`src/rtl/zigbee_cordic_pkg.sv`:
```
// Shared types and helpers for the iterative rotation-mode CORDIC.
//   state_t   : controller states (IDLE, ROT, OUT)
//   atan_lsb  : micro-rotation angle T[i] in phase-word LSBs
//   sat_iq    : symmetric saturation to +/-(2^(iq_size-1)-1)
package zigbee_cordic_pkg;

  typedef enum logic [1:0] {
    IDLE,
    ROT,
    OUT
  } state_t;

  // Binary-weighted angle table: stage 0 is 45 deg (1/8 of full scale at W=6).
  function automatic int unsigned atan_lsb(input int unsigned i, input int unsigned num_stages);
    return 32'd1 << (num_stages - 1 - i);
  endfunction

  function automatic int sat_iq(input int v, input int unsigned iq_size);
    int lim;
    lim = (1 << (iq_size - 1)) - 1;
    if (v > lim) return lim;
    if (v < -lim) return -lim;
    return v;
  endfunction

endpackage

```
`src/rtl/zigbee_cordic_rot_iter_if.sv`:
```
// Handshake bundle for zigbee_cordic_rot_iter.
//   Win/in_valid/in_ready       : phase word in (upstream -> CORDIC)
//   Iout/Qout/out_valid/out_ready : I/Q sample out (CORDIC -> downstream)
// master: the environment around the block; slave: the CORDIC itself.
interface zigbee_cordic_rot_iter_if #(
  parameter int unsigned W_SIZE  = 6,
  parameter int unsigned IQ_SIZE = 5
);
  logic [W_SIZE-1:0]         Win;
  logic                      in_valid;
  logic                      in_ready;
  logic signed [IQ_SIZE-1:0] Iout;
  logic signed [IQ_SIZE-1:0] Qout;
  logic                      out_valid;
  logic                      out_ready;

  modport master (
    output Win, in_valid, out_ready,
    input  in_ready, Iout, Qout, out_valid
  );

  modport slave (
    input  Win, in_valid, out_ready,
    output in_ready, Iout, Qout, out_valid
  );
endinterface

```
`src/rtl/zigbee_cordic_rot_stage.sv`:
```
// One combinational CORDIC micro-rotation, reused for every iteration.
//   i_x, i_y  : current vector (signed)
//   i_z       : residual angle (signed, phase-word LSBs)
//   i_shift   : iteration index i (shift amount and table index)
//   o_x, o_y, o_z : rotated vector and updated residual angle
module zigbee_cordic_rot_stage
  import zigbee_cordic_pkg::*;
#(
  parameter int unsigned NUM_STAGES = 4,
  parameter int unsigned XY_W       = 6,
  parameter int unsigned W_SIZE     = 6,
  parameter int unsigned CW         = 2
) (
  input  logic signed [XY_W-1:0]   i_x,
  input  logic signed [XY_W-1:0]   i_y,
  input  logic signed [W_SIZE-1:0] i_z,
  input  logic [CW-1:0]            i_shift,
  output logic signed [XY_W-1:0]   o_x,
  output logic signed [XY_W-1:0]   o_y,
  output logic signed [W_SIZE-1:0] o_z
);
  logic signed [XY_W-1:0] w_xs;
  logic signed [XY_W-1:0] w_ys;
  logic [W_SIZE-1:0]      w_t;

  always_comb begin
    w_xs = i_x >>> i_shift;
    w_ys = i_y >>> i_shift;
    w_t  = W_SIZE'(atan_lsb(32'(i_shift), NUM_STAGES));
    if (!i_z[W_SIZE-1]) begin
      o_x = i_x - w_ys;
      o_y = i_y + w_xs;
      o_z = i_z - $signed(w_t);
    end else begin
      o_x = i_x + w_ys;
      o_y = i_y - w_xs;
      o_z = i_z + $signed(w_t);
    end
  end
endmodule

```
`src/rtl/zigbee_cordic_rot_iter.sv`:
```
// Iterative rotation-mode CORDIC: phase word -> fixed-amplitude I/Q sample.
// One micro-rotation per clock; valid/ready on input and output.
//   clk, rst_n : clock, asynchronous active-low reset
//   bus        : slave side of zigbee_cordic_rot_iter_if
//                (Win/in_valid/in_ready, Iout/Qout/out_valid/out_ready)
// Build option: ZIGBEE_CORDIC_ROT_BACK2BACK_EN lets a new phase word be
// accepted on the same edge the pending result is consumed.
module zigbee_cordic_rot_iter
  import zigbee_cordic_pkg::*;
#(
  parameter int unsigned NUM_STAGES = 4,
  parameter int unsigned IQ_SIZE    = 5,
  parameter int unsigned W_SIZE     = 6,
  parameter int          AMP        = 9
) (
  input logic                   clk,
  input logic                   rst_n,
  zigbee_cordic_rot_iter_if.slave bus
);
  localparam int unsigned XY_W = IQ_SIZE + 1;
  localparam int unsigned CW   = (NUM_STAGES > 1) ? $clog2(NUM_STAGES) : 1;

  state_t                    r_state;
  state_t                    w_state_nxt;
  logic signed [XY_W-1:0]    r_x;
  logic signed [XY_W-1:0]    r_y;
  logic signed [W_SIZE-1:0]  r_z;
  logic [CW-1:0]             r_cnt;
  logic                      r_neg;
  logic signed [IQ_SIZE-1:0] r_iout;
  logic signed [IQ_SIZE-1:0] r_qout;

  logic signed [XY_W-1:0]    w_x_nxt;
  logic signed [XY_W-1:0]    w_y_nxt;
  logic signed [W_SIZE-1:0]  w_z_nxt;
  logic signed [W_SIZE-1:0]  w_z_pre;
  logic                      w_flip;
  logic                      w_in_ready;
  logic                      w_accept;
  logic                      w_last;
  int                        w_i_full;
  int                        w_q_full;

  zigbee_cordic_rot_stage #(
    .NUM_STAGES (NUM_STAGES),
    .XY_W       (XY_W),
    .W_SIZE     (W_SIZE),
    .CW         (CW)
  ) u_stage (
    .i_x     (r_x),
    .i_y     (r_y),
    .i_z     (r_z),
    .i_shift (r_cnt),
    .o_x     (w_x_nxt),
    .o_y     (w_y_nxt),
    .o_z     (w_z_nxt)
  );

  // Quadrants 01/10 are folded by -180 deg (toggling the MSB) and the result
  // negated afterwards, keeping the iterations inside their +/-90 deg range.
  assign w_flip   = bus.Win[W_SIZE-1] ^ bus.Win[W_SIZE-2];
  assign w_z_pre  = $signed({bus.Win[W_SIZE-1] ^ w_flip, bus.Win[W_SIZE-2:0]});
  assign w_last   = (r_cnt == CW'(NUM_STAGES - 1));
  assign w_accept = bus.in_valid && w_in_ready;

  always_ff @(posedge clk or negedge rst_n) begin
    if (!rst_n) r_state <= IDLE;
    else        r_state <= w_state_nxt;
  end

  always_comb begin
    w_state_nxt = r_state;
    w_in_ready  = 1'b0;
    unique case (r_state)
      IDLE: begin
        w_in_ready = 1'b1;
        if (bus.in_valid) w_state_nxt = ROT;
      end
      ROT: if (w_last) w_state_nxt = OUT;
      OUT: if (bus.out_ready) begin
`ifdef ZIGBEE_CORDIC_ROT_BACK2BACK_EN
        w_in_ready  = 1'b1;
        w_state_nxt = bus.in_valid ? ROT : IDLE;
`else
        w_state_nxt = IDLE;
`endif
      end
      default: w_state_nxt = IDLE;
    endcase
  end

  always_comb begin
    w_i_full = r_neg ? -int'(w_x_nxt) : int'(w_x_nxt);
    w_q_full = r_neg ? -int'(w_y_nxt) : int'(w_y_nxt);
  end

  always_ff @(posedge clk or negedge rst_n) begin
    if (!rst_n) begin
      r_x    <= '0;
      r_y    <= '0;
      r_z    <= '0;
      r_cnt  <= '0;
      r_neg  <= 1'b0;
      r_iout <= '0;
      r_qout <= '0;
    end else if (w_accept) begin
      r_x   <= XY_W'(AMP);
      r_y   <= '0;
      r_z   <= w_z_pre;
      r_cnt <= '0;
      r_neg <= w_flip;
    end else if (r_state == ROT) begin
      r_x   <= w_x_nxt;
      r_y   <= w_y_nxt;
      r_z   <= w_z_nxt;
      r_cnt <= r_cnt + CW'(1);
      if (w_last) begin
        r_iout <= IQ_SIZE'(sat_iq(w_i_full, IQ_SIZE));
        r_qout <= IQ_SIZE'(sat_iq(w_q_full, IQ_SIZE));
      end
    end
  end

  assign bus.in_ready  = w_in_ready;
  assign bus.out_valid = (r_state == OUT);
  assign bus.Iout      = r_iout;
  assign bus.Qout      = r_qout;
endmodule

```
`src/flat_wrapper.sv`:
```
// flat-port wrapper written by rule: the top's interface ports become plain ports
module zigbee_cordic_rot_iter_flat import zigbee_cordic_pkg::*;
#(
  parameter int unsigned NUM_STAGES = 4,
  parameter int unsigned IQ_SIZE    = 5,
  parameter int unsigned W_SIZE     = 6,
  parameter int          AMP        = 9
)
  (clk, rst_n, bus_Win, bus_in_valid, bus_out_ready, bus_in_ready, bus_Iout, bus_Qout, bus_out_valid);
  zigbee_cordic_rot_iter_if #(.W_SIZE(W_SIZE), .IQ_SIZE(IQ_SIZE)) bus_i ();
  input logic clk;
  input logic rst_n;
  input wire logic [$bits(bus_i.Win)-1:0] bus_Win;
  input wire logic [$bits(bus_i.in_valid)-1:0] bus_in_valid;
  input wire logic [$bits(bus_i.out_ready)-1:0] bus_out_ready;
  output wire logic [$bits(bus_i.in_ready)-1:0] bus_in_ready;
  output wire logic [$bits(bus_i.Iout)-1:0] bus_Iout;
  output wire logic [$bits(bus_i.Qout)-1:0] bus_Qout;
  output wire logic [$bits(bus_i.out_valid)-1:0] bus_out_valid;
  assign bus_i.Win = bus_Win;
  assign bus_i.in_valid = bus_in_valid;
  assign bus_i.out_ready = bus_out_ready;
  assign bus_in_ready = bus_i.in_ready;
  assign bus_Iout = bus_i.Iout;
  assign bus_Qout = bus_i.Qout;
  assign bus_out_valid = bus_i.out_valid;
  zigbee_cordic_rot_iter #(.NUM_STAGES(NUM_STAGES), .IQ_SIZE(IQ_SIZE), .W_SIZE(W_SIZE), .AMP(AMP)) u_core (.clk(clk), .rst_n(rst_n), .bus(bus_i));
endmodule
```
`config.mk`:
```
export PLATFORM = sky130hd
export DESIGN_NAME = zigbee_cordic_rot_iter_flat
export DESIGN_NICKNAME = d
export VERILOG_FILES = /design/src/rtl/zigbee_cordic_pkg.sv /design/src/rtl/zigbee_cordic_rot_iter_if.sv /design/src/rtl/zigbee_cordic_rot_stage.sv /design/src/rtl/zigbee_cordic_rot_iter.sv /design/src/flat_wrapper.sv
export SDC_FILE = /design/constraint.sdc
export NUM_CORES = 1
export LEC_CHECK = 0
export CAP_MARGIN = 20
export CORE_AREA = 2 2 55 109
export DETAILED_ROUTE_END_ITERATION = 10
export DIE_AREA = 0 0 57 111
export PLACE_DENSITY_LB_ADDON = 0.3
export SLEW_MARGIN = 20
export SYNTH_ARGS = -nofsm -noshare
export SYNTH_HDL_FRONTEND = slang
export SYNTH_SLANG_ARGS = --single-unit
```
`constraint.sdc`:
```
create_clock -name clk -period 12.86 [get_ports clk]
set_input_delay 3.858 -clock clk [delete_from_list [all_inputs] [get_ports clk]]
set_output_delay 3.858 -clock clk [all_outputs]
set_load 0.05 [all_outputs]
```
==> qor.yml <==
post_cts.repair.setup_buffers: 0
via_count: 2802
setup_viol: 0
ys_ff_latch: 33
worstSetupStartpointType: "flip-flop"
synth_edf_count: 0
cts_buffers: 5
rsz0062_at_grt: "false"
wirelength_um: 7722
coreArea_um2: 5563
cp_slowest_cell: "dfrtp_1"
status: "finished, final reports clean"
synthDistinctLibCells: 63
ys.flop_type: "dfrtp_1"
fin_skew_ns: 0.006950
fp-row-count: 39
grt_pass1_wl_um: 13090
design.die.area_um2: 6327
fin_crit_sh_pct: 43.86
min_path_type: "reg -> reg"
drive_above_1_share_pct: 6.138
cts_tree: "done"
crit_fanout: 23
viasPerCell: 6.199
cts.clk_slew.worst_paths_ns: 0.05
r2r_cells: 20
cp-end-kind: "flip-flop"
cap_violations: 0
path_delay_family: "simple AND/OR/NAND/NOR gates"
r2r-start: "u_core.r_cnt[0]"
cp-startpoint: "u_core.r_cnt[0]"
rrSetupSlack_ns: 7.22
netlist_area_um2: 3227
grt_pass1_vias: 2831
hold_viol: 0
die_h_um: 111
place_hpwl_um: 5770
clkLatencyLatePin_ns: 0.28
cts_root_buf: "clkbuf_16"
relSlewSlack_pct: 39.64
crit_buf_inv: 2
regToRegEndpoint: "u_core.bus.Qout[0]"
grt_antenna_before_repair: 0
grt_start_max_net_pins: 34
finalMaxSlewViolations: 0
areaGrowthSynthToFinish_pct: 11.83
yosysMostFrequentCell: "nand2_1"
place_congestion: 0.9350
io_pins: 22
critical_path.most_common_cell: "ha_1"
portBuffers: 21
wl_per_cell_um: 17.08
die_w_um: 57
synth_nets: 427
tightest_slew_ns: 0.9053
max_freq_mhz: 177.3
wl_met1_um: 3285
n_antenna_cell: 0
cts_hold_buf: 0
synthDominantCellAreaShare_pct: 25.59
start_util_pct: 58.01
async_reset_ff_share_pct: 100.0
wl_met3_um: 238
synth_top_area_cell: "dfrtp_1"
cp.required_ns: 12.98
cp_slowest_stage_delay_ns: 0.83
ys_seq_area_share_pct: 25.59
path_depth: 20
synthCells: 377
cts_resized: 0
drc_errors: 0
crit_path_end: "u_core.bus.Qout[0]"
path_class: "reg -> reg"
wl_met2_um: 3983
postRouteAntennaNets: 0
syn_avg_cell_area_um2: 8.559
clock_path_buffers: 2
min_period_ns: 5.641
top_layer_used: "met4"
synthTopCellsByCount: "nand2_1 (42), ha_1 (37), dfrtp_1 (33)"
fin_nets: 440
yosysWarnings: 0
crit_chain: "mux2i_1 > a21oi_1 > inv_1 > ha_1 > mux2_2 > inv_1 > ha_1 > nand2b_1 > a21boi_1 > nor2_2 > o21ai_1 > xor3_1 > nand3_1 > ha_1 > nor3_1 > nand4_1 > or4b_2 > nor4b_1 > a211o_1 > a41oi_1"
track_usage_pct: 25.91
cts_num_sinks: 33
synth.area.top_cells: "dfrtp_1 (26%), ha_1 (14%), nand2_1 (4.9%)"
drt-pass1-iter-count: 4
worstPathArrival_ns: 5.76
grt_overflow: 0
dr.first_iter.drc_count: 174
htree_levels: 2
fin_tns_setup_ns: 0
utilization_pct: 64.87
==> registers in the layout, indices dropped and copies added (netlist names) <==
name	flops
u_core.r_x	6
u_core.r_state	2
u_core.bus.Qout	5
u_core.r_z	6
u_core.bus.Iout	5
u_core.r_neg	1
u_core.r_y	6
u_core.r_cnt	2
==> stage by stage <==
step | area (um2) | hold WS [ns] | instances | setup slack, ns
2_1_floorplan | 3227 | 0.4525 | 377 | 7.942
3_3_place_gp | 3436 | 0.4693 | 444 | 6.937
3_5_place_dp | 3436 | 0.4733 | 444 | 6.867
4_1_cts | 3608 | 0.4883 | 452 | 7.164
5_1_grt | 3608 | 0.4960 | 452 | 6.880
6_report | 3608 | 0.4798 | 452 | 7.219
==> layout make-up <==
class	instances	area (um2)
inverter	20	75.07
clock inverter	1	30.03
timing repair buffer	22	217.7
clock buffer	7	142.6
multi-input combinational	308	2241
tap	61	76.32
sequential	33	825.8
fill	468	1954
==> cells by family after synthesis <==
group | Yosys count | share of synthesized area (%)
AND/OR/NAND/NOR | 135 | 21.13
multiplexers | 10 | 3.180
flip-flops | 33 | 25.59
buffers and inverters | 36 | 4.963
AO/OA/AOI/OAI | 96 | 20.71
XOR/XNOR | 27 | 8.220
adder cells (fa/ha/maj) | 40 | 16.21
==> layer usage <==
metal	up-vias	GRT usage [%]
li1	1383	-
met1	1347	33.01
met2	59	43.14
met3	13	2.684
met4	0	11.78
met5	-	0
==> worst min path at each step <==
stage | from | to | slack, ns | cells after the start
global route | u_core.bus.Qout[4] | u_core.bus.Qout[4] | 0.50 | 1
finish | u_core.bus.Qout[4] | u_core.bus.Qout[4] | 0.48 | 1
global placement | u_core.r_z[0] | u_core.r_z[0] | 0.47 | 2
detailed placement | u_core.bus.Qout[4] | u_core.bus.Qout[4] | 0.47 | 1
CTS | u_core.bus.Qout[4] | u_core.bus.Qout[4] | 0.49 | 1
floorplan | u_core.r_z[0] | u_core.r_z[0] | 0.45 | 2
==> cells in the final DEF, fill, tap and decap left out, types with 3 or more instances in the layout <==
cell type | Yosys | routed
a211oi_1 | 4 | 4
a21o_1 | 7 | 7
a21oi_1 | 15 | 15
a221o_1 | 4 | 4
a22oi_1 | 5 | 5
a31oi_1 | 4 | 4
and2_1 | 2 | 3
clkbuf_16 | 0 | 5
clkdlybuf4s50_1 | 0 | 21
dfrtp_1 | 33 | 33
fa_1 | 3 | 3
ha_1 | 37 | 37
inv_1 | 18 | 18
mux2i_1 | 8 | 8
nand2_1 | 42 | 42
nand2b_1 | 11 | 11
nand3_1 | 13 | 13
nand4_1 | 3 | 3
nor2_1 | 32 | 32
nor2b_1 | 5 | 5
nor3_1 | 4 | 4
nor4b_1 | 5 | 5
nor4bb_1 | 3 | 3
o21a_1 | 4 | 4
o21ai_0 | 17 | 17
o21bai_1 | 4 | 4
o22ai_1 | 12 | 12
xnor2_1 | 10 | 10
xor2_1 | 15 | 15
Power is not shown: default switching activity piles up to over one toggle a cycle in this logic, so the estimate is an artifact.
